## src/rtl/frame_streamer_if.sv

```systemverilog
`default_nettype none
// ============================================================================
// Module      : frame_streamer_if
// Description : Upstream valid/ready pixel channel with start-of-frame marker.
// Revision    : 1.0 - initial release
// ============================================================================
interface frame_streamer_if #(
    parameter int VALUE_BITS = 9
);
    logic                  s_valid;
    logic                  s_ready;
    logic                  s_sof;
    logic [VALUE_BITS-1:0] s_data;

    modport master (output s_valid, output s_sof, output s_data, input s_ready);
    modport slave  (input s_valid, input s_sof, input s_data, output s_ready);
endinterface
`default_nettype wire

```

## src/rtl/frame_streamer.sv

```systemverilog
`default_nettype none
// ============================================================================
// Module      : frame_streamer
// Description : Frame source for the kernel pipeline: frames pixels, flags
//               SOF/EOL, drains with zero beats and qualifies centred results.
//               Optional SOF_RESYNC_EN: an SOF seen mid-frame restarts it.
// Revision    : 1.0 - initial release
// ============================================================================
module frame_streamer #(
    parameter int FRAME_WIDTH   = 1024,
    parameter int FRAME_HEIGHT  = 768,
    parameter int VALUE_BITS    = 9,
    parameter int KERNEL_WIDTH  = 3,
    parameter int KERNEL_HEIGHT = 3,
    parameter int PIPE_STAGES   = 3
) (
    input  wire logic                  clk,
    input  wire logic                  rst_n,
    frame_streamer_if.slave            up,
    output logic                       en,
    output logic [VALUE_BITS-1:0]      value_out,
    output logic                       sof_out,
    output logic                       eol_out,
    output logic                       out_valid,
    output logic                       frame_done
);

    localparam int DRAIN_BEATS = FRAME_WIDTH * (KERNEL_HEIGHT / 2) + KERNEL_WIDTH / 2 + PIPE_STAGES;
    localparam int TOTAL_BEATS = FRAME_WIDTH * FRAME_HEIGHT + DRAIN_BEATS;
    localparam int X_W = (FRAME_WIDTH  > 1) ? $clog2(FRAME_WIDTH)  : 1;
    localparam int Y_W = (FRAME_HEIGHT > 1) ? $clog2(FRAME_HEIGHT) : 1;
    localparam int B_W = (TOTAL_BEATS  > 1) ? $clog2(TOTAL_BEATS)  : 1;
    localparam int D_W = (DRAIN_BEATS  > 1) ? $clog2(DRAIN_BEATS)  : 1;

    localparam logic [X_W-1:0] X_LAST     = X_W'(FRAME_WIDTH - 1);
    localparam logic [Y_W-1:0] Y_LAST     = Y_W'(FRAME_HEIGHT - 1);
    localparam logic [B_W-1:0] B_VALID    = B_W'(DRAIN_BEATS);
    localparam logic [D_W-1:0] DRAIN_LOAD = D_W'(DRAIN_BEATS - 1);

    typedef enum logic [1:0] {
        ST_IDLE   = 2'd0,
        ST_STREAM = 2'd1,
        ST_DRAIN  = 2'd2
    } state_t;

    state_t          r_state;
    logic [X_W-1:0]  r_x;
    logic [Y_W-1:0]  r_y;
    logic [B_W-1:0]  r_b;
    logic [D_W-1:0]  r_drain_cnt;
    logic            r_done_pend;

    logic            w_accept;
    logic            w_restart;
    logic            w_pix;
    logic [X_W-1:0]  w_px;
    logic [Y_W-1:0]  w_py;
    logic [B_W-1:0]  w_pb;
    logic            w_eol;
    logic            w_last;

    // Readiness depends only on state so upstream can never form a loop through it.
    assign up.s_ready = rst_n & (r_state != ST_DRAIN);

    always_comb begin
        w_accept  = up.s_valid & up.s_ready;
        w_restart = 1'b0;
        w_pix     = 1'b0;
        case (r_state)
            ST_IDLE: begin
                w_restart = w_accept & up.s_sof;
                w_pix     = w_restart;
            end
            ST_STREAM: begin
`ifdef SOF_RESYNC_EN
                w_restart = w_accept & up.s_sof;
`else
                w_restart = 1'b0;
`endif
                w_pix     = w_accept;
            end
            default: begin
                w_restart = 1'b0;
                w_pix     = 1'b0;
            end
        endcase
        w_px   = w_restart ? '0 : r_x;
        w_py   = w_restart ? '0 : r_y;
        w_pb   = w_restart ? '0 : r_b;
        w_eol  = (w_px == X_LAST);
        w_last = w_eol && (w_py == Y_LAST);
    end

    always_ff @(posedge clk or negedge rst_n) begin
        if (!rst_n) begin
            r_state     <= ST_IDLE;
            r_x         <= '0;
            r_y         <= '0;
            r_b         <= '0;
            r_drain_cnt <= '0;
            r_done_pend <= 1'b0;
            en          <= 1'b0;
            value_out   <= '0;
            sof_out     <= 1'b0;
            eol_out     <= 1'b0;
            out_valid   <= 1'b0;
            frame_done  <= 1'b0;
        end else begin
            en          <= 1'b0;
            value_out   <= '0;
            sof_out     <= 1'b0;
            eol_out     <= 1'b0;
            out_valid   <= 1'b0;
            frame_done  <= r_done_pend;
            r_done_pend <= 1'b0;

            if (w_pix) begin
                en        <= 1'b1;
                value_out <= up.s_data;
                sof_out   <= w_restart;
                eol_out   <= w_eol;
                out_valid <= (w_pb >= B_VALID);
                r_b       <= w_pb + B_W'(1);
                if (w_last) begin
                    r_state     <= ST_DRAIN;
                    r_drain_cnt <= DRAIN_LOAD;
                    r_x         <= '0;
                    r_y         <= '0;
                end else begin
                    r_state <= ST_STREAM;
                    if (w_eol) begin
                        r_x <= '0;
                        r_y <= w_py + Y_W'(1);
                    end else begin
                        r_x <= w_px + X_W'(1);
                        r_y <= w_py;
                    end
                end
            end else if (r_state == ST_DRAIN) begin
                // Zero beats push the last real pixels through to the kernel centre.
                en        <= 1'b1;
                out_valid <= (r_b >= B_VALID);
                if (r_drain_cnt == '0) begin
                    r_state     <= ST_IDLE;
                    r_b         <= '0;
                    r_done_pend <= 1'b1;
                end else begin
                    r_drain_cnt <= r_drain_cnt - D_W'(1);
                    r_b         <= r_b + B_W'(1);
                end
            end
        end
    end

endmodule
`default_nettype wire

```

## src/flat_wrapper.sv

```systemverilog
// flat-port wrapper written by rule: the top's interface ports become plain ports
module frame_streamer_flat 
#(
    parameter int FRAME_WIDTH   = 1024,
    parameter int FRAME_HEIGHT  = 768,
    parameter int VALUE_BITS    = 9,
    parameter int KERNEL_WIDTH  = 3,
    parameter int KERNEL_HEIGHT = 3,
    parameter int PIPE_STAGES   = 3
)
  (clk, rst_n, en, value_out, sof_out, eol_out, out_valid, frame_done, up_s_valid, up_s_sof, up_s_data, up_s_ready);
  frame_streamer_if #(.VALUE_BITS(VALUE_BITS)) up_i ();
  input  wire logic clk;
  input  wire logic rst_n;
  output logic en;
  output logic [VALUE_BITS-1:0] value_out;
  output logic sof_out;
  output logic eol_out;
  output logic out_valid;
  output logic frame_done;
  input wire logic [$bits(up_i.s_valid)-1:0] up_s_valid;
  input wire logic [$bits(up_i.s_sof)-1:0] up_s_sof;
  input wire logic [$bits(up_i.s_data)-1:0] up_s_data;
  output wire logic [$bits(up_i.s_ready)-1:0] up_s_ready;
  assign up_i.s_valid = up_s_valid;
  assign up_i.s_sof = up_s_sof;
  assign up_i.s_data = up_s_data;
  assign up_s_ready = up_i.s_ready;
  frame_streamer #(.FRAME_WIDTH(FRAME_WIDTH), .FRAME_HEIGHT(FRAME_HEIGHT), .VALUE_BITS(VALUE_BITS), .KERNEL_WIDTH(KERNEL_WIDTH), .KERNEL_HEIGHT(KERNEL_HEIGHT), .PIPE_STAGES(PIPE_STAGES)) u_core (.clk(clk), .rst_n(rst_n), .up(up_i), .en(en), .value_out(value_out), .sof_out(sof_out), .eol_out(eol_out), .out_valid(out_valid), .frame_done(frame_done));
endmodule
```

## config.mk

```make
export PLATFORM = sky130hd
export DESIGN_NAME = frame_streamer_flat
export DESIGN_NICKNAME = d
export VERILOG_FILES = /design/src/rtl/frame_streamer_if.sv /design/src/rtl/frame_streamer.sv /design/src/flat_wrapper.sv
export SDC_FILE = /design/constraint.sdc
export NUM_CORES = 1
export LEC_CHECK = 0
export ABC_AREA = 1
export BUFFER_PORTS_ARGS = -buffer_cell sky130_fd_sc_hd__buf_2
export CAP_MARGIN = 0
export CORE_ASPECT_RATIO = 0.6
export CORE_MARGIN = 3
export CORE_UTILIZATION = 25
export CTS_BUF_LIST = sky130_fd_sc_hd__clkbuf_8
export CTS_CLUSTER_DIAMETER = 80
export DETAILED_ROUTE_END_ITERATION = 6
export PLACE_DENSITY = 0.44
export SYNTH_ARGS = -nofsm -noshare
export SYNTH_HDL_FRONTEND = slang
export SYNTH_SLANG_ARGS = --single-unit
```

## constraint.sdc

```tcl
create_clock -name clk -period 7.26 [get_ports clk]
set_input_delay 0.726 -clock clk [delete_from_list [all_inputs] [get_ports clk]]
set_output_delay 0.726 -clock clk [all_outputs]
set_load 0.005 [all_outputs]
```

# [Word level (Yosys, flattened, before mapping)]
# Cells that the tools add are included.
[op_classes] n_addsub=5 multipliers=0 n_div=0 n_lt_le_gt_ge=2 eq_ne=7 shifts=0 muxes=30 n_bitwise=3 n_reduce_logical=7
[ops] cell="20-bit 2-to-1 mux" count=4
[ops] cell="10-bit 2-to-1 mux" count=6
[ops] cell="11-bit 2-to-1 mux" count=4
[ops] cell="20-bit by 1-bit adder with 20-bit output, second input constant" count=2
[ops] cell="20-bit by 11-bit >= comparator with 1-bit output, second input constant" count=2
[ops] cell="10-bit by 1-bit adder with 10-bit output, second input constant" count=2
[ops] cell="10-bit == test, second input constant" count=2
[ops] cell="11-bit logical NOT" count=1
[ops] cell="11-bit by 1-bit subtractor with 11-bit output, second input constant" count=1
[ops] cell="1-bit 2-to-1 mux" count=10
[ops] cell="9-bit 2-to-1 mux" count=1
[ops] cell="2-bit 2-to-1 mux" count=4
[ops] cell="2-bit != test, second input constant" count=2
[ops] cell="2-bit nonzero test" count=2
[ops] cell="1-bit AND" count=3
[ops] cell="3-bit AND reduction" count=1
[ops] cell="2-bit by 1-bit == test with 1-bit output, second input constant" count=1
[ops] cell="2-bit == test, second input constant" count=1
[ops] cell="2-bit logical NOT" count=1
[ops] cell="2-bit by 1-bit != test with 1-bit output, second input constant" count=1
[ops] cell="1-bit one-hot mux with 2 select lines" count=1
[ops] cell="2-bit AND reduction" count=1
[ops] cell="1-bit logical AND" count=1
[totals] reg_bits=68 latchBits=0 ramBits=0 romBits=0 in_bits=13 mem_count=0

# [Logic depth before layout (Yosys ltp)]
# Gate-level depths: netlist of run 1.
[depth] word_depth=10 depth_mapped=20 mapped_depth_nobuf=17

# [Worst setup path before layout of run 1]
# Ideal clock, no wire load.
[synth_path] path_kind="input to register" start="input up_s_sof" end="register u_core.r_drain_cnt[7]" setup_ns=0.116 t_arrival_ns=2.468 path_slack_ns=4.675 path_stages=18 path_buffers=3 cell_sequence="nand3_1 -> inv_2 -> nand2_4 -> buf_12 -> buf_2 -> nand2_1 -> inv_1 -> ha_1 -> nand2_1 -> nor2_2 -> nand3_1 -> nor2_1 -> nand2_2 -> nand2_4 -> nand2_2 -> buf_6 -> nand2_2 -> nand2_1"
[synth_via] elab_chain_cells=7
[synth_rtl] element="from (decl)" line_no="flat_wrapper.sv:22" source="input wire logic [$bits(up_i.s_sof)-1:0] up_s_sof;"
[synth_rtl] element="1-bit AND *" line_no="frame_streamer.sv:71" source="w_restart = w_accept & up.s_sof;"
[synth_rtl] element="1-bit 2-to-1 mux" line_no="frame_streamer.sv:69" source="case (r_state)"
[synth_rtl] element="10-bit 2-to-1 mux, on equally long branches" line_no="frame_streamer.sv:87, frame_streamer.sv:88"
[synth_rtl] element="10-bit == test, on equally long branches" line_no="frame_streamer.sv:90, frame_streamer.sv:91"
[synth_rtl] element="1-bit logical AND" line_no="frame_streamer.sv:91" source="w_last = w_eol && (w_py == Y_LAST);"
[synth_rtl] element="2-bit != test (no line)"
[synth_rtl] element="3-bit AND reduction (no line)"
[synth_rtl] element="to (signal assigned)" line_no="frame_streamer.sv:148" source="r_drain_cnt <= r_drain_cnt - D_W'(1);"
[synth_rtl] element="to (decl)" line_no="frame_streamer.sv:50" source="logic [D_W-1:0] r_drain_cnt;"
# Every way passes the cells marked *; elsewhere a longest branch is shown, timed or not.
# A chain may end at the register's enable or synchronous reset.

# [Final worst setup path of run 1]
[layout_path] start="input rst_n" end="register u_core.r_drain_cnt[9]"
[layout_via] elab_chain_cells=9
[layout_rtl] element="from (decl)" line_no="flat_wrapper.sv:14" source="input wire logic rst_n;"
[layout_rtl] element="1-bit AND *" line_no="frame_streamer.sv:63" source="assign up.s_ready = rst_n & (r_state != ST_DRAIN);"
[layout_rtl] element="1-bit AND *" line_no="frame_streamer.sv:66" source="w_accept = up.s_valid & up.s_ready;"
[layout_rtl] element="1-bit AND" line_no="frame_streamer.sv:71"
[layout_rtl] element="1-bit 2-to-1 mux" line_no="frame_streamer.sv:69"
[layout_rtl] element="10-bit 2-to-1 mux, on equally long branches" line_no="frame_streamer.sv:87, frame_streamer.sv:88"
[layout_rtl] element="10-bit == test, on equally long branches" line_no="frame_streamer.sv:90, frame_streamer.sv:91"
[layout_rtl] element="1-bit logical AND" line_no="frame_streamer.sv:91"
[layout_rtl] element="2-bit != test (no line)"
[layout_rtl] element="3-bit AND reduction (no line)"
# Marked as above.

==> Implementation_results.wiki, run 1 <==
{| class="wikitable"
! Metric !! Value
|-
| Average cell area after synthesis || 7.11 um^2
|-
| Via count of the first global-routing pass || 3678
|-
| Area share of the largest cell type after synthesis || 39.1%
|-
| Num ports || 28
|-
| Crit end category || flop
|-
| Clock tree skew after final layout || 0.0105 ns
|-
| Number of antenna violations at the first check in global routing || 0
|-
| Resized Gates After CTS || 0
|-
| Cell taking the most area after synthesis || sky130_fd_sc_hd__dfrtp_1
|-
| Total clock buffers created by CTS || 9
|-
| Cell seen most often among critical-path stages || sky130_fd_sc_hd__nand2_1
|-
| Clock tree from TritonCTS || yes
|-
| Drt wl/cell || 13.6 um
|-
| Ys async rst share || 100%
|-
| Setup repair after global routing missed its margin || no
|-
| Number of synthesized flops with an enable pin || 0
|-
| Port bufs || 27
|-
| Ys flop type || sky130_fd_sc_hd__dfrtp_1
|-
| Total power consumption of the routed design || 0.682 mW
|-
| Total gr overflow || 0
|-
| Worst endpoint required time || 7.51 ns
|-
| Family with the most delay on the worst path || buffers and inverters
|-
| Final worst path period share || 45.0%
|-
| Count of routing violations after the opening detailed-route iteration || 402
|-
| Number of max-slew violations in the final report || 0
|-
| Drt via density || 4.58
|-
| Overall die area || 19100 um^2
|-
| Core area || 16600 um^2
|-
| Synth cell types || 36
|-
| Final Wtd Congestion || 0.905
|-
| Synthesis-to-finish area growth || 11.7%
|-
| Critical Path, Cell by Cell || buf_4 -> buf_4 -> nand2_2 -> nor2_2 -> nand2_4 -> nand2_8 -> inv_2 -> nand2_2 -> inv_2 -> nand2_1 -> inv_1 -> nand2_1 -> nand2_1
|-
| Result of the run || finished, final reports clean
|-
| Proportion of layout cells with a drive suffix above 1 || 13.8%
|-
| Vias after detailed routing || about 4000
|-
| Die X || 176 um
|-
| Worst vdd rail ir drop || 0.0686 mV
|-
| Clock tree root buffer cell || sky130_fd_sc_hd__clkbuf_8
|-
| Cell types occupying the most area after synthesis || sky130_fd_sc_hd__dfrtp_1, sky130_fd_sc_hd__nand2_1, sky130_fd_sc_hd__nor2_1
|-
| Depth of the CTS H-tree || 3
|-
| Number of violations of the max-capacitance limit || 0
|-
| Synthesis warning total || 0
|-
| Clock insertion delay at the later pin of the skew report || 0.36 ns
|-
| Row cnt || 36
|-
| Actual transition at the worst max-transition pin || 0.722 ns
|-
| Remaining antenna violation count after routing || 0
|-
| Final hold violations || 0
|-
| Number of instances in the synthesized netlist || 611
|-
| Worst path arrival time || 3.52 ns
|-
| Number of buffers inserted by hold repair at cts || 0
|-
| Synthesized flop and latch total || 68
|-
| Longest individual stage delay on the worst path || 0.61 ns
|-
| CTS Sinks || 68
|-
| Routed WL || between 10 and 15 mm
|-
| Share of the yosys chip area belonging to registers || approximately two fifths
|-
| Highest net fanout along the worst path || 52
|-
| Pre-CTS setup slack || around 3.5 ns
|-
| Mapped Area || 4350 um^2
|-
| Worst Path Buf+Inv || 5
|-
| Y dimension of the die || 108 um
|-
| Max-slew headroom at the worst pin || about half
|-
| Final antenna diode count || 0
|-
| Fin Setup TNS || 0 ns
|-
| Post-detail-place hpwl || 8.54 mm
|-
| Total power density per cell area || approximately 140 nW/um^2
|-
| Post-CTS setup repair buffer count || 0
|-
| Count of endpoints failing setup in the final report || 0
|-
| DR DRC count || 0
|-
| CTS max path bufs || 2
|-
| Final period demand of the worst path || ~3.3 ns
|-
| Final core utilization || 29.2%
|-
| Crit path launch type || primary input
|-
| Finished layout cell area || 4860 um^2
|-
| Fmax || 0.306 GHz
|-
| Pleak || 2.40 nW
|-
| Slowest cell on crit path || sky130_fd_sc_hd__buf_4
|-
| Total GRT Usage || 13.0%
|-
| Worst setup slack after layout || 3.99 ns
|-
| Maximum number of pins on one net before global-route repair || 53
|-
| CP Class || primary input to flop
|-
| Area after DPL || 4680 um^2
|-
| Clock transition at path regs || 0.08 ns
|-
| Initial standard-cell utilization of the core || a little over a quarter
|-
| Total nets after synthesis || 631
|-
| NumNets Final || 654
|-
| Wire length of the first global-routing pass || 19.8 mm
|-
| Number of iterations in the first detailed-routing pass || 5
|-
| Type of the worst min-delay path || primary input to asynchronous set/reset pin
|}
-- worst paths after layout --
check                           slack [ns]                     startpoint  cells after the start                                end
worst max-delay path                  3.99                          rst_n                     13  u_core.r_drain_cnt[9]$_DFFE_PN0P_
worst min-delay path                  0.26                          rst_n                      1          u_core.r_y[5]$_DFFE_PN0P_
worst max register to register        4.26  u_core.r_state[0]$_DFFE_PN0P_                     16  u_core.r_drain_cnt[2]$_DFFE_PN0P_
worst min register to register        0.36   u_core.r_done_pend$_DFF_PN0_                      0        u_core.frame_done$_DFF_PN0_
max in group asynchronous             6.01                          rst_n                      2          u_core.r_y[4]$_DFFE_PN0P_
min in group clk                      0.36   u_core.r_done_pend$_DFF_PN0_                      0        u_core.frame_done$_DFF_PN0_
-- synth_stat cells, types with 2 or more instances --
master,instances
sky130_fd_sc_hd__nand2_1,155
sky130_fd_sc_hd__nor2_1,85
sky130_fd_sc_hd__inv_1,71
sky130_fd_sc_hd__dfrtp_1,68
sky130_fd_sc_hd__nand3_1,47
sky130_fd_sc_hd__a21oi_1,26
sky130_fd_sc_hd__o21ai_0,21
sky130_fd_sc_hd__nand2_2,19
sky130_fd_sc_hd__xor2_1,14
sky130_fd_sc_hd__nand4_1,12
sky130_fd_sc_hd__buf_2,8
sky130_fd_sc_hd__inv_2,8
sky130_fd_sc_hd__ha_1,7
sky130_fd_sc_hd__nor3_1,7
sky130_fd_sc_hd__o22ai_1,7
sky130_fd_sc_hd__nor4_1,6
sky130_fd_sc_hd__xnor2_1,6
sky130_fd_sc_hd__a31oi_1,5
sky130_fd_sc_hd__nand3b_1,5
sky130_fd_sc_hd__nor2_4,5
sky130_fd_sc_hd__clkbuf_1,4
sky130_fd_sc_hd__nor2_2,4
sky130_fd_sc_hd__o211ai_1,4
sky130_fd_sc_hd__a22oi_1,3
sky130_fd_sc_hd__buf_4,2
sky130_fd_sc_hd__nand2_4,2
-- layer usage --
layer / share of wire [%] / track usage, % / vias up
met5: 0 / 0 / -
met4: 0.75 / 2.54 / 0
met3: 7.9 / 4.00 / 9
met2: 35 / 16.0 / 133
met1: 56 / 21.3 / 1826
li1: - / - / 2001
-- state kept, by name, summed over array words and instances, names as in the netlist --
signal and flops:
u_core.r_done_pend 1, u_core.r_y 10, u_core.r_state 2, u_core.r_drain_cnt 11, u_core.sof_out 1, u_core.en 1
u_core.value_out 9, u_core.frame_done 1, u_core.r_x 10, u_core.eol_out 1, u_core.out_valid 1, u_core.r_b 20
-- stage by stage --
step	hold WS (ns)	cells
2_1_floorplan	0.331	611
3_3_place_gp	0.344	851
3_5_place_dp	0.347	851
4_1_cts	0.253	867
5_1_grt	0.252	867
6_report	0.263	867
-- layout by cell type (no fill, tap or decap), drive strengths merged --
master / Yosys / routed
a22oi: 3 / 3
xor2: 14 / 14
clkinv: 0 / 4
o21bai: 1 / 1
a31oi: 5 / 5
o21ai: 22 / 22
inv: 79 / 80
nor3: 7 / 7
nand3: 49 / 49
buf: 13 / 29
nand2: 177 / 177
o22ai: 7 / 7
ha: 7 / 7
or2: 1 / 1
clkinvlp: 0 / 2
o31ai: 1 / 1
nand4: 12 / 12
o211ai: 4 / 4
nand3b: 5 / 5
nor4: 6 / 6
xnor2: 6 / 6
clkbuf: 4 / 9
nor2: 94 / 94
dfrtp: 68 / 68
a21oi: 26 / 26
-- cell families after synthesis --
kind of cell / count (synthesis) / share of synthesized area [%]
simple gates: 351 / 36.8
buf+inv: 96 / 9.24
compound gates: 69 / 8.81
flops: 68 / 39.1
xor+xnor: 20 / 4.03
fa+ha+maj: 7 / 2.01
-- power by group --
group	switching [mW]	internal [mW]
Sequential	0	0.378
Clock	0.165	0.125
Combinational	0.0108	0.00375
Total	0.175	0.507
-- cell type report --
class                   instances  area (um^2)
multi-input cells             447         2250
repair buffers                 29          153
clock inverters                 7         51.3
fillers                      1807        11800
clock buffers                   9          124
inverters                      79          297
flip-flops and latches         68         1700
well taps                     228          285
(Power assumes the default switching activity.)
==> inputs of run 2 (changes only) <==
Settings changed: PLACE_DENSITY 0.44 to 0.45.
Clock period 7.26 ns to 2.9 ns, I/O delays scaled along.
==> run 2 against run 1 <==
The flow now finishes with violations (DRC); clock skew rose by 0.0069 ns; critical path depth grew 3; register-to-register slack worse by 3.8 ns; count of clock-buffer cells in the layout unchanged; cell count is 0.92% higher; hold slack worse by 0.14 ns; critical endpoint is now u_core.r_b[16]$_DFFE_PN0P_; die area stayed put.
==> Implementation_results.wiki, run 2 (synthesis results as in run 1) <==
{| class="wikitable"
! Metric !! Value
|-
| Result of the run || complete, but fails checks
|-
| Violations in the final reports || DRC
|-
| Max-slew headroom at the worst pin || between 50% and 60%
|-
| Storage element area || 1700 um^2
|-
| Number of buffers inserted by hold repair at cts || 1
|-
| Proportion of layout cells with a drive suffix above 1 || approximately 15%
|-
| Worst vdd rail ir drop || 0.201 mV
|-
| Post-detail-place hpwl || 8.59 mm
|-
| Fin Setup TNS || 0 ns
|-
| Largest Register || u_core.r_b
|-
| Total power consumption of the routed design || 2.00 mW
|-
| NumNets Final || ~660
|-
| Setup repair after global routing missed its margin || no
|-
| Crit end category || flop
|-
| CTS max path bufs || 2
|-
| Number of violations of the max-capacitance limit || 0
|-
| Final worst path period share || between 80 and 90%
|-
| DR DRC count || 4
|-
| Pleak || roughly 2.5 nW
|-
| Depth of the CTS H-tree || 3
|-
| CTS Sinks || 68
|-
| Fmax || a little under 0.4 GHz
|-
| Via count of the first global-routing pass || 3651
|-
| Final antenna diode count || 0
|-
| Total gr overflow || 0
|-
| Fill count || 1795
|-
| Synthesis-to-finish area growth || 14.9%
|-
| Num ports || 28
|-
| Remaining antenna violation count after routing || 0
|-
| Number of max-slew violations in the final report || 0
|-
| Routed WL || 12.0 mm
|-
| CP Class || primary input to flop
|-
| Drt via density || 4.56
|-
| Y dimension of the die || 108 um
|-
| Total clock buffers created by CTS || 9
|-
| Highest net fanout along the worst path || 16
|-
| Resized Gates After CTS || 0
|-
| Maximum number of pins on one net before global-route repair || 41
|-
| Number of antenna violations at the first check in global routing || 0
|-
| Number of iterations in the first detailed-routing pass || 7
|-
| Actual transition at the worst max-transition pin || 0.713 ns
|-
| Area after DPL || between 4000 and 5000 um^2
|-
| Total GRT Usage || 13.1%
|-
| Most used cells in the layout excluding fill and tap cells || sky130_fd_sc_hd__nand2_1, sky130_fd_sc_hd__nor2_1, sky130_fd_sc_hd__inv_1, sky130_fd_sc_hd__dfrtp_1, sky130_fd_sc_hd__nand3_1
|-
| Count of endpoints failing setup in the final report || 0
|-
| Wire length of the first global-routing pass || 19.6 mm
|-
| Die X || 176 um
|-
| Vias after detailed routing || 3994
|-
| Core area || approximately 17000 um^2
|-
| Final period demand of the worst path || 2.56 ns
|-
| Worst path arrival time || 2.84 ns
|-
| Crit path launch type || primary input
|-
| Most common cell after layout, fill and taps aside || sky130_fd_sc_hd__nand2_1
|-
| Cell total after placement || 858
|-
| Multi-input combinational cell area || 2250 um^2
|-
| Clock tree root buffer cell || sky130_fd_sc_hd__clkbuf_8
|-
| Largest registers || u_core.r_b x20, u_core.r_drain_cnt x11
|-
| Post-CTS setup repair buffer count || 0
|-
| Count of routing violations after the opening detailed-route iteration || 334
|-
| Initial standard-cell utilization of the core || 26.2%
|-
| Overall die area || 19100 um^2
|-
| Worst endpoint required time || 3.18 ns
|-
| Final hold violations || 0
|-
| Drt wl/cell || 13.7 um
|-
| Clock transition at path regs || ~0.090 ns
|-
| Final core utilization || 30.0%
|-
| Final standard cell count with taps included and fillers excluded || between 800 and 900
|-
| Total power density per cell area || 400 nW/um^2
|-
| Max FFs per register || 20
|-
| Final Wtd Congestion || approximately 0.85
|-
| Clock tree skew after final layout || 0.0174 ns
|-
| Finished layout cell area || 4990 um^2
|-
| Clock tree from TritonCTS || yes
|-
| Clock insertion delay at the later pin of the skew report || 0.36 ns
|-
| Type of the worst min-delay path || primary input to flop
|-
| Port bufs || 27
|-
| Row cnt || 36
|}
## run 2: changes by cell type in the layout (fill, tap and decap cells not counted), sizes merged
cell         delta
clkinv          -2
buf             +7
clkinvlp        -1
bufinv          +3
dlygate4sd3     +1
## run 2: where the power goes
group	switching, mW	internal [mW]	leakage, nW	total, mW
Sequential	0	0.947	0.877	0.947
Clock	0.433	0.578	0.120	1.01
Combinational	0.0273	0.0112	1.47	0.0385
## run 2: final cells by class
class | count | share of cell area [%]
Inverter | 79 | 5.94
Sequential cell | 68 | 34.1
Clock inverter | 7 | 2.48
Clock buffer | 9 | 2.48
Timing Repair Buffer | 37 | 4.31
Tap cell | 228 | 5.71
Multi-Input combinational cell | 447 | 45.0
## run 2: stage by stage
step           hold slack [ns]  setup WS (ns)
6_report                 0.127          0.337
5_1_grt                  0.107         0.0409
4_1_cts                  0.103          0.363
3_5_place_dp             0.391          0.494
3_3_place_gp             0.384          0.547
2_1_floorplan         -0.00559          0.591
## run 2: final timing paths
path | slack, ns | depth (start not counted) | end | from
min in group asynchronous | 0.61 | 3 | u_core.r_y[5]$_DFFE_PN0P_ | rst_n
max reg2reg | 0.45 | 15 | u_core.r_b[16]$_DFFE_PN0P_ | u_core.r_state[0]$_DFFE_PN0P_
max in group asynchronous | 1.84 | 3 | u_core.r_b[1]$_DFFE_PN0P_ | rst_n
max | 0.34 | 16 | u_core.r_b[16]$_DFFE_PN0P_ | rst_n
min reg2reg | 0.42 | 0 | u_core.frame_done$_DFF_PN0_ | u_core.r_done_pend$_DFF_PN0_
min | 0.13 | 3 | u_core.value_out[5]$_DFF_PN0_ | up_s_data[5]
## run 2: routing by layer
metal	part of all wire [%]	GRT usage [%]	wire length [um]	up-vias
li1	-	-	-	2017
met4	0.47	2.43	57	0
met1	55	20.5	6550	1846
met2	38	17.5	4590	125
met3	6.7	3.61	809	6
met5	0	0	0	-
## run 2: worst max-delay path, cell delays in order
cell and delay, ns:
sky130_fd_sc_hd__dlygate4sd3_1 0.57, sky130_fd_sc_hd__buf_4 0.16, sky130_fd_sc_hd__nand3_1 0.09, sky130_fd_sc_hd__nor2_2 0.26, sky130_fd_sc_hd__buf_4 0.31, sky130_fd_sc_hd__nor2_1 0.09
sky130_fd_sc_hd__ha_1 0.24, sky130_fd_sc_hd__nand2_1 0.07, sky130_fd_sc_hd__inv_1 0.04, sky130_fd_sc_hd__nand2_1 0.22, sky130_fd_sc_hd__nor2_1 0.12, sky130_fd_sc_hd__nand2_1 0.09
sky130_fd_sc_hd__nand2_1 0.05, sky130_fd_sc_hd__nand2_1 0.05, sky130_fd_sc_hd__nand2_1 0.05, sky130_fd_sc_hd__a21oi_1 0.14
==> inputs of run 3 (changes only) <==
Settings changed: CORE_UTILIZATION 25 to 40, PLACE_DENSITY 0.45 to 0.63.
==> run 3 against run 2 <==
The flow now finishes without violations; maximum frequency hardly changed; die area is 36% lower; combinational power is 2% lower; cell count is 11% lower; hold slack worse by 0.011 ns; critical path type unchanged; critical endpoint is now u_core.r_drain_cnt[4]$_DFFE_PN0P_; largest cell class unchanged.
==> Implementation_results.wiki, run 3 (synthesis results as in run 1) <==
{| class="wikitable"
! Metric !! Value
|-
| CTS Sinks || 68
|-
| Post-CTS setup repair buffer count || 0
|-
| Relative contribution of sequential cells to total power || 54.3%
|-
| NumNets Final || about 660
|-
| Crit end category || flop
|-
| Worst setup slack after layout || 0.335 ns
|-
| Count of routing violations after the opening detailed-route iteration || 375
|-
| Actual transition at the worst max-transition pin || 0.780 ns
|-
| Largest Register || u_core.r_b
|-
| Clock tree root buffer cell || sky130_fd_sc_hd__clkbuf_8
|-
| Part of the total power dissipated in the clock network || 43.5%
|-
| Number of antenna violations at the first check in global routing || 0
|-
| Psw || between 0.4 and 0.5 mW
|-
| Final worst path period share || 88.5%
|-
| Number of max-slew violations in the final report || 0
|-
| Count of endpoints failing setup in the final report || 0
|-
| Hold-critical path depth || 3
|-
| Row cnt || 28
|-
| Routed WL || 11.1 mm
|-
| Max FFs per register || 20
|-
| Vias after detailed routing || around 4000
|-
| Met3 track demand over resource || between 5 and 6%
|-
| Critical Path, Cell by Cell || dlygate4sd3_1 -> buf_4 -> nand2_2 -> nor2_2 -> nand2_4 -> buf_4 -> nand3_1 -> nor2_2 -> nand2_2 -> nor2_4 -> nand2_2 -> nand2_4 -> nand2_2 -> nand2_2 -> nand2_1
|-
| Wire length of the first global-routing pass || 18.7 mm
|-
| Remaining antenna violation count after routing || 0
|-
| Clock transition at path regs || roughly 0.090 ns
|-
| DR DRC count || 0
|-
| Number of violations of the max-capacitance limit || 0
|-
| Total gr overflow || 0
|-
| Storage element area || 1700 um^2
|-
| Clock tree from TritonCTS || yes
|-
| Proportion of layout cells with a drive suffix above 1 || 14.8%
|-
| Total clock buffers created by CTS || 9
|-
| Port bufs || 27
|-
| Num ports || 28
|-
| Setup repair after global routing missed its margin || no
|-
| Drt wl/cell || 14.2 um
|-
| Post-detail-place hpwl || between 7 and 8 mm
|-
| Worst endpoint required time || 3.15 ns
|-
| Y dimension of the die || 86.7 um
|-
| Die X || around 140 um
|-
| Final antenna diode count || 0
|-
| GRT busiest layer || met1
|-
| Internal Power || 1.28 mW
|-
| Fmax || about 0.39 GHz
|-
| Final hold violations || 0
|-
| Result of the run || finished, final reports clean
|-
| GR Layer Usage met1 || 29.3%
|-
| Drt via density || 5.16
|-
| Crit path launch type || primary input
|-
| Initial standard-cell utilization of the core || between 40% and 50%
|-
| Longest individual stage delay on the worst path || between 0.5 and 0.6 ns
|-
| Clock insertion delay at the later pin of the skew report || 0.37 ns
|-
| Via count of the first global-routing pass || between 3000 and 4000
|-
| Worst vdd rail ir drop || 0.199 mV
|-
| Cell seen most often among critical-path stages || sky130_fd_sc_hd__nand2_2
|-
| Largest registers || u_core.r_b x20, u_core.r_drain_cnt x11
|-
| Length in cells of the worst reg-to-reg path || 15
|-
| Pre-CTS setup slack || 0.428 ns
|-
| Worst path arrival time || 2.82 ns
|-
| Switching power as a share of total power || 26.5%
|-
| Multi-input combinational cell area || about 2200 um^2
|-
| Fill count || 1043
|-
| Pleak || about 2.4 nW
|-
| CTS max path bufs || 2
|-
| Core area || roughly 10000 um^2
|-
| Overall die area || 12200 um^2
|-
| CP Class || primary input to flop
|-
| Highest net fanout along the worst path || 15
|-
| Max-slew headroom at the worst pin || 47.5%
|-
| Slowest cell on crit path || sky130_fd_sc_hd__dlygate4sd3_1
|-
| Most common cell after layout, fill and taps aside || sky130_fd_sc_hd__nand2_1
|-
| Met2 track utilization from global routing || between 20% and 30%
|-
| Synthesis-to-finish area growth || 10.9%
|-
| Total GRT Usage || 19.1%
|-
| Clock tree skew after final layout || 0.0128 ns
|-
| Type of the worst min-delay path || primary input to flop
|-
| Total power density per cell area || roughly 360 nW/um^2
|-
| Final period demand of the worst path || 2.57 ns
|-
| Number of iterations in the first detailed-routing pass || 5
|-
| Maximum number of pins on one net before global-route repair || 49
|-
| Final Wtd Congestion || 0.925
|-
| Most used cells in the layout excluding fill and tap cells || sky130_fd_sc_hd__nand2_1, sky130_fd_sc_hd__nor2_1, sky130_fd_sc_hd__inv_1, sky130_fd_sc_hd__dfrtp_1, sky130_fd_sc_hd__nand3_1
|-
| Part of the total power dissipated in combinational logic || approximately 2.2%
|-
| Fin Setup TNS || 0 ns
|-
| Depth of the CTS H-tree || 3
|}
[run 3: area by class of cell]
class,count,share of cell area (%)
multi-input combinational,447,46.6
clock inverter,7,1.25
sequential,68,35.3
tap,135,3.50
clock buffer,9,2.57
timing repair buffer,38,4.62
inverter,79,6.15
[run 3: power by group through the flow]
stage / clock [mW] / combinational [mW] / sequential, mW
global placement: 0 / 0.0380 / 0.966
detailed placement: 0 / 0.0388 / 0.966
CTS: 0.777 / 0.0400 / 0.947
global route: 0.824 / 0.0443 / 0.947
floorplan: 0 / 0.00508 / 0.966
finish: 0.759 / 0.0377 / 0.947
[run 3: per-layer routing]
metal	wire [um]	share of wire [%]
met1	5780	52
met2	4220	38
met3	989	8.9
met4	96	0.87
met5	0	0
[run 3: path summary, 6_finish.rpt]
| kind | start | end | slack (ns) |
|---|---|---|---|
| hold / removal | up_s_data[8] | u_core.value_out[8]$_DFF_PN0_ | 0.12 |
| hold reg to reg | u_core.r_done_pend$_DFF_PN0_ | u_core.frame_done$_DFF_PN0_ | 0.37 |
| max in group asynchronous | rst_n | u_core.r_y[3]$_DFFE_PN0P_ | 1.84 |
| min in group asynchronous | rst_n | u_core.r_state[1]$_DFFE_PN0P_ | 0.49 |
| setup reg to reg | u_core.r_state[0]$_DFFE_PN0P_ | u_core.r_drain_cnt[4]$_DFFE_PN0P_ | 0.40 |
| setup / recovery | rst_n | u_core.r_drain_cnt[4]$_DFFE_PN0P_ | 0.33 |
[run 3: stage by stage]
| step | instances | utilization [%] | cell area [um^2] | power [mW] | hold WS (ns) |
|---|---|---|---|---|---|
| 2_1_floorplan | 611 | - | 4350 | 0.972 | -0.00559 |
| 3_3_place_gp | 766 | 45.2 | 4630 | 1.00 | 0.336 |
| 3_5_place_dp | 766 | 45.2 | 4630 | 1.00 | 0.344 |
| 4_1_cts | 783 | 47.1 | 4820 | 1.76 | 0.0998 |
| 5_1_grt | 783 | 47.1 | 4820 | 1.82 | 0.0975 |
| 6_report | 783 | 47.1 | 4820 | 1.74 | 0.116 |
[run 3: what timing repair did]
action / in CTS / in global routing
endpoints found under the hold margin: 20 / 0
gates resized for setup: 0 / 0
hold buffers: 1 / 0
[run 3: worst max-delay path, delay by kind of cell]
family / cells / cell delay (ns)
simple gates: 12 / 1.54
buf+inv: 3 / 0.98
